File: src/rtl/mem_lsu_pkg.sv
// Shared constants and types for the memory-stage load/store unit.
// Access sizes, FSM encodings and the latched write-back context live here.
package mem_lsu_pkg;

  localparam logic [1:0] MEM_SIZE_B = 2'd0;
  localparam logic [1:0] MEM_SIZE_H = 2'd1;
  localparam logic [1:0] MEM_SIZE_W = 2'd2;
  localparam logic [1:0] MEM_SIZE_D = 2'd3;

  localparam logic [1:0] LSU_IDLE = 2'd0;
  localparam logic [1:0] LSU_REQ  = 2'd1;
  localparam logic [1:0] LSU_RESP = 2'd2;

  // Context carried from acceptance until the response retires the access.
  typedef struct packed {
    logic [63:0] alu_result;
    logic [7:0]  byte_enable;
    logic        ext_un;
    logic        mem_to_reg;
  } lsu_pend_t;

  function automatic logic [7:0] size_mask(input logic [1:0] size);
    case (size)
      MEM_SIZE_B: size_mask = 8'h01;
      MEM_SIZE_H: size_mask = 8'h03;
      MEM_SIZE_W: size_mask = 8'h0F;
      default:    size_mask = 8'hFF;
    endcase
  endfunction

endpackage

File: src/rtl/mem_lsu_align.sv
// Combinational byte-lane alignment: strobes, shifted store data and the
// misalignment flag for one access within its doubleword.
module mem_align
  import mem_lsu_pkg::*;
(
  input  logic [2:0]  addr_lo,
  input  logic [1:0]  mem_size,
  input  logic [63:0] rs2_data,
  output logic [7:0]  byte_enable,
  output logic [7:0]  wmask,
  output logic [63:0] wdata,
  output logic        misalign
);

  assign byte_enable = size_mask(mem_size);
  assign wmask       = byte_enable << addr_lo;
  assign wdata       = rs2_data << {addr_lo, 3'b000};

  // NOTE: every branch assigns misalign (default included) so no latch is inferred.
  always_comb begin
    misalign = 1'b0;
    case (mem_size)
      MEM_SIZE_H: misalign = addr_lo[0];
      MEM_SIZE_W: misalign = |addr_lo[1:0];
      MEM_SIZE_D: misalign = |addr_lo;
      default:    misalign = 1'b0;
    endcase
  end

endmodule

File: src/rtl/mem_lsu.sv
// Memory-stage load/store unit: one bus transaction per aligned load/store,
// pipeline stall while outstanding, registered write-back context.
module mem_lsu
  import mem_lsu_pkg::*;
(
  input  logic        clock,
  input  logic        reset,
  input  logic        ex_valid,
  input  logic [63:0] alu_result,
  input  logic [63:0] rs2_data,
  input  logic        mem_ren,
  input  logic        mem_wen,
  input  logic [1:0]  mem_size,
  input  logic        mem_ext_un,
  output logic        stall_req,
  output logic        dbus_req_valid,
  input  logic        dbus_req_ready,
  output logic [63:0] dbus_addr,
  output logic        dbus_wen,
  output logic [63:0] dbus_wdata,
  output logic [7:0]  dbus_wmask,
  input  logic        dbus_resp_valid,
  input  logic [63:0] dbus_rdata,
  output logic        wb_valid,
  output logic [63:0] wb_alu_result,
  output logic [63:0] wb_mem_data,
  output logic [7:0]  wb_byte_enable,
  output logic        wb_mem_to_reg,
  output logic        wb_mem_ext_un,
  output logic        wb_misalign
);

  logic [1:0]  state;
  lsu_pend_t   pend;
  logic [7:0]  byte_enable;
  logic [7:0]  wmask;
  logic [63:0] wdata;
  logic        misalign;
  logic        is_mem;
  logic        mem_go;

  mem_align u_align (
    .addr_lo    (alu_result[2:0]),
    .mem_size   (mem_size),
    .rs2_data   (rs2_data),
    .byte_enable(byte_enable),
    .wmask      (wmask),
    .wdata      (wdata),
    .misalign   (misalign)
  );

  assign is_mem         = mem_ren | mem_wen;
  assign mem_go         = ex_valid & is_mem & ~misalign;
  assign dbus_req_valid = (state == LSU_REQ);

  // Stall releases in the response cycle so the next instruction enters on that edge.
  always_comb begin
    stall_req = 1'b1;
    case (state)
      LSU_IDLE: stall_req = mem_go;
      LSU_RESP: stall_req = ~dbus_resp_valid;
      default:  stall_req = 1'b1;
    endcase
  end

  // NOTE: sequential state uses non-blocking assignments so every register samples pre-edge values.
  always_ff @(posedge clock) begin
    if (reset) begin
      state          <= LSU_IDLE;
      pend           <= '0;
      dbus_addr      <= '0;
      dbus_wen       <= 1'b0;
      dbus_wdata     <= '0;
      dbus_wmask     <= '0;
      wb_valid       <= 1'b0;
      wb_alu_result  <= '0;
      wb_mem_data    <= '0;
      wb_byte_enable <= '0;
      wb_mem_to_reg  <= 1'b0;
      wb_mem_ext_un  <= 1'b0;
      wb_misalign    <= 1'b0;
    end else begin
      wb_valid <= 1'b0;
      case (state)
        LSU_IDLE: begin
          if (mem_go) begin
            dbus_addr       <= {alu_result[63:3], 3'b000};
            dbus_wen        <= mem_wen & ~mem_ren;
            dbus_wdata      <= wdata;
            dbus_wmask      <= wmask;
            pend.alu_result <= alu_result;
            pend.byte_enable<= byte_enable;
            pend.ext_un     <= mem_ext_un;
            pend.mem_to_reg <= mem_ren;
            state           <= LSU_REQ;
          end else if (ex_valid) begin
            // Non-memory or misaligned: retire straight through without touching the bus.
            wb_valid       <= 1'b1;
            wb_alu_result  <= alu_result;
            wb_mem_data    <= '0;
            wb_byte_enable <= '0;
            wb_mem_to_reg  <= 1'b0;
            wb_mem_ext_un  <= 1'b0;
            wb_misalign    <= is_mem;
          end
        end
        LSU_REQ: begin
          if (dbus_req_ready) state <= LSU_RESP;
        end
        LSU_RESP: begin
          if (dbus_resp_valid) begin
            wb_valid       <= 1'b1;
            wb_alu_result  <= pend.alu_result;
            wb_mem_data    <= dbus_rdata;
            wb_byte_enable <= pend.byte_enable;
            wb_mem_to_reg  <= pend.mem_to_reg;
            wb_mem_ext_un  <= pend.ext_un;
            wb_misalign    <= 1'b0;
            state          <= LSU_IDLE;
          end
        end
        default: state <= LSU_IDLE;
      endcase
    end
  end

endmodule

File: config.mk
export PLATFORM = sky130hd
export DESIGN_NAME = mem_lsu
export DESIGN_NICKNAME = d
export VERILOG_FILES = /design/src/rtl/mem_lsu_pkg.sv /design/src/rtl/mem_lsu_align.sv /design/src/rtl/mem_lsu.sv
export SDC_FILE = /design/constraint.sdc
export NUM_CORES = 1
export LEC_CHECK = 0
export BUFFER_PORTS_ARGS = -buffer_cell sky130_fd_sc_hd__buf_2
export CAP_MARGIN = 20
export CORE_AREA = 2 2 190 192
export DETAILED_ROUTE_END_ITERATION = 7
export DIE_AREA = 0 0 192 194
export PLACE_DENSITY = 0.69
export SLEW_MARGIN = 15
export SYNTH_ARGS = -nofsm -noshare
export SYNTH_HDL_FRONTEND = slang
export SYNTH_SLANG_ARGS = --single-unit
File: constraint.sdc
create_clock -name clock -period 2.6 [get_ports clock]
set_clock_uncertainty 0.2 [all_clocks]
set_input_delay 0.26 -clock clock [delete_from_list [all_inputs] [get_ports clock]]
set_output_delay 0.26 -clock clock [all_outputs]
set_load 0.05 [all_outputs]
==> impl_metrics.json <==
{
  "holdWs_ns": 0.0333,
  "gp_congestion": 0.864,
  "rsz0062_at_grt": "false",
  "hold_class": "in2reg",
  "total_power_mw": 11.9,
  "n_fill_cell": 3209,
  "numCtsBuffers": 31,
  "postRouteAntennaNets": 0,
  "antenna_found_initial": 7,
  "clock_power_share_pct": 40.0,
  "cts_htree_levels": 1,
  "grt_pass1_wl_um": 69900,
  "relSlewSlack_pct": 36.1,
  "worstSetupEndpoint": "stall_req",
  "die-height_um": 194,
  "fmax_mhz": 405,
  "port_buffers": 477,
  "vdd_ir_drop_max_mv": 0.586,
  "netSwitchingFraction_pct": 30.6,
  "slowest_delay_ns": 0.55,
  "cp_slowest_cell": "dlygate4sd3_1",
  "place_hpwl_um": 30200,
  "worstSetupEndpointType": "primary output",
  "cts-root-buf": "clkbuf_16",
  "final_util_pct": 50.3,
  "place_ws_ns": 0.285,
  "grt_use_total_pct": 23.6,
  "crit_start": "mem_size[1]",
  "power.share.combinational_pct": 20.8,
  "synth-edff-count": 0,
  "rrSetupSlack_ns": 0.25,
  "largest_register_ffs": 69,
  "p_switching_mw": 3.64,
  "critPathLaunchType": "primary input",
  "viasPerCell": 5.20,
  "synth.largest_area_cell": "dfxtp_1",
  "clk_pin_slew_ns": 0.06,
  "timing.final.crit_share_pct": 94.9,
  "crit_path_cell_trace": "dlygate4sd3_1, buf_2, a21oi_1, o21ai_0, o21ai_0, buf_2",
  "drv_cap": 0,
  "core-area_um2": 35200,
  "setup_viol": 0,
  "clk_latency_ns": 0.58,
  "grt_max_degree": 83,
  "fp.dieW_um": 192,
  "overflow": 0,
  "worstPathRequired_ns": 2.14,
  "cts_buffer_depth": 3,
  "ios": 481,
  "final_cell_area_um2": 17700,
  "nets": 2099,
  "tightest_slew_ns": 0.954,
  "finalSetupTns_ns": 0,
  "internal_power_mw": 8.25,
  "arrival_ns": 2.01,
  "hold_viol_final": 0,
  "num_vias": 12400,
  "synth.area.top_cells": "dfxtp_1 44%, mux2i_1 7.4%, nand2_1 6.2%",
  "leakagePower_nw": 8.46,
  "synthDistinctLibCells": 45,
  "stdcell_count": 2388,
  "reg2regPathDepth": 6,
  "cts_tree": "built",
  "route.detailed.drc": 0,
  "drive_gt1_share_pct": 32.8,
  "slew_violations": 0,
  "syn2layout_area_growth_pct": 39.1,
  "postPlaceCellArea_um2": 15100,
  "yosysTopAreaCellShare_pct": 44.1,
  "largest-register": "pend",
  "start_util_pct": 36.2,
  "cts.sinks": 281,
  "path_max_fanout": 3,
  "ys_ff_latch": 281,
  "synthFlopType": "dfxtp_1",
  "drt_wl_total_um": 45800,
  "syn_area_um2": 12700,
  "post_cts_resized": 0,
  "routedWlPerCell_um": 19.2,
  "grt_pass1_vias": 12400,
  "setup_ws_ns": 0.132,
  "fin_crit_ns": 2.47,
  "critPathKind": "in2out",
  "synthCells": 1386,
  "r2r_end": "dbus_wdata[54]",
  "first_iter_violations": 516,
  "seqPwrFrac_pct": 39.2,
  "synth_warnings": 0,
  "drt_first_pass_iters": 5,
  "outcome": "completed",
  "synthArstFlopShare_pct": 0,
  "worstReg2RegStart": "state[1]",
  "powerDensity_nw_per_um2": 671,
  "synth.avg_cell_area_um2": 9.20,
  "die_area_um2": 37200,
  "ys_seq_area_share_pct": 44.1,
  "rows": 69,
  "dp_cells": 2170
}
how the worst min path moves through the flow:
stage	from	to	slack, ns	depth (start not counted)
after detailed placement	wb_alu_result[59]	wb_alu_result[59]	0.24	2
after floorplan	mem_ren	dbus_wen	0.16	1
after CTS	alu_result[0]	dbus_wmask[6]	0.009	4
after global placement	wb_alu_result[22]	wb_alu_result[22]	0.24	2
final	alu_result[0]	dbus_wmask[6]	0.03	4
after global routing	alu_result[0]	dbus_wmask[6]	0.05	4
critical path: cells and delay by family:
family,cells,cell delay [ns]
AO/OA/AOI/OAI,3,0.75
buffers and inverters,3,0.99
kinds of logic after synthesis:
kind of cell / Yosys count / share of synthesized area (%)
other cells: 1 / 0.0294
mux: 142 / 13.9
simple gates: 371 / 13.1
compound gates: 331 / 18.0
flops: 281 / 44.1
buf+inv: 259 / 10.8
xor+xnor: 1 / 0.0687
repair_timing:
item,4_1_cts,5_1_grt
hold endpoints to repair,241,0
setup buffers,0,2
setup endpoints to repair,0,1
hold buffers,153,0
power by group through the flow:
stage	sequential (mW)	combinational (mW)	clock, mW
after floorplan	5.29	1.09	0
after global placement	4.74	2.25	0
after detailed placement	4.75	2.27	0
after CTS	4.66	2.46	4.84
after global routing	4.68	2.64	5.02
final	4.66	2.48	4.75
routing by layer:
metal	up-vias	track usage (%)	wire (um)
met1	5866	27.4	17700
met4	0	10.8	2140
met3	120	6.93	4340
met2	589	39.8	21600
li1	5848	-	-
met5	-	0	0
Yosys cell counts, types with 2 or more instances:
library cell	n
and3_1	64
or2_2	2
buf_4	77
or3_1	3
nand2_1	211
o22ai_1	9
o2bb2ai_1	8
buf_2	46
a22o_1	70
a22oi_1	2
buf_6	7
mux2i_1	94
a311oi_1	8
dfxtp_1	281
a221o_1	6
a211oi_1	85
mux2_2	22
o211ai_1	10
nand2b_1	5
nor2_1	42
nand3_1	26
buf_1	2
clkbuf_1	61
inv_1	66
o21ai_0	4
mux4_2	26
nor3_1	3
a21oi_1	122
nor2b_1	2
nor4_1	7
layout make-up:
class | count | area, um2 | area share, %
Multi-Input combinational cell | 848 | 5810 | 32.8
Sequential cell | 281 | 5630 | 31.7
Timing Repair Buffer | 669 | 4350 | 24.5
Clock buffer | 42 | 897 | 5.06
Tap cell | 461 | 577 | 3.25
Inverter | 66 | 248 | 1.40
Clock inverter | 14 | 205 | 1.16
Antenna cell | 7 | 17.5 | 0.0988
layout by cell type (no fill, tap or decap), types with 31 or more instances in the layout:
cell type,instances
a211oi_1,84
a21oi_1,121
a22o_1,70
and3_1,64
buf_2,474
buf_4,31
clkbuf_16,31
dfxtp_1,281
dlygate4sd3_1,153
inv_1,66
mux2i_1,94
nand2_1,209
nor2_1,41
No activity file was read; power rests on OpenSTA's default activity.
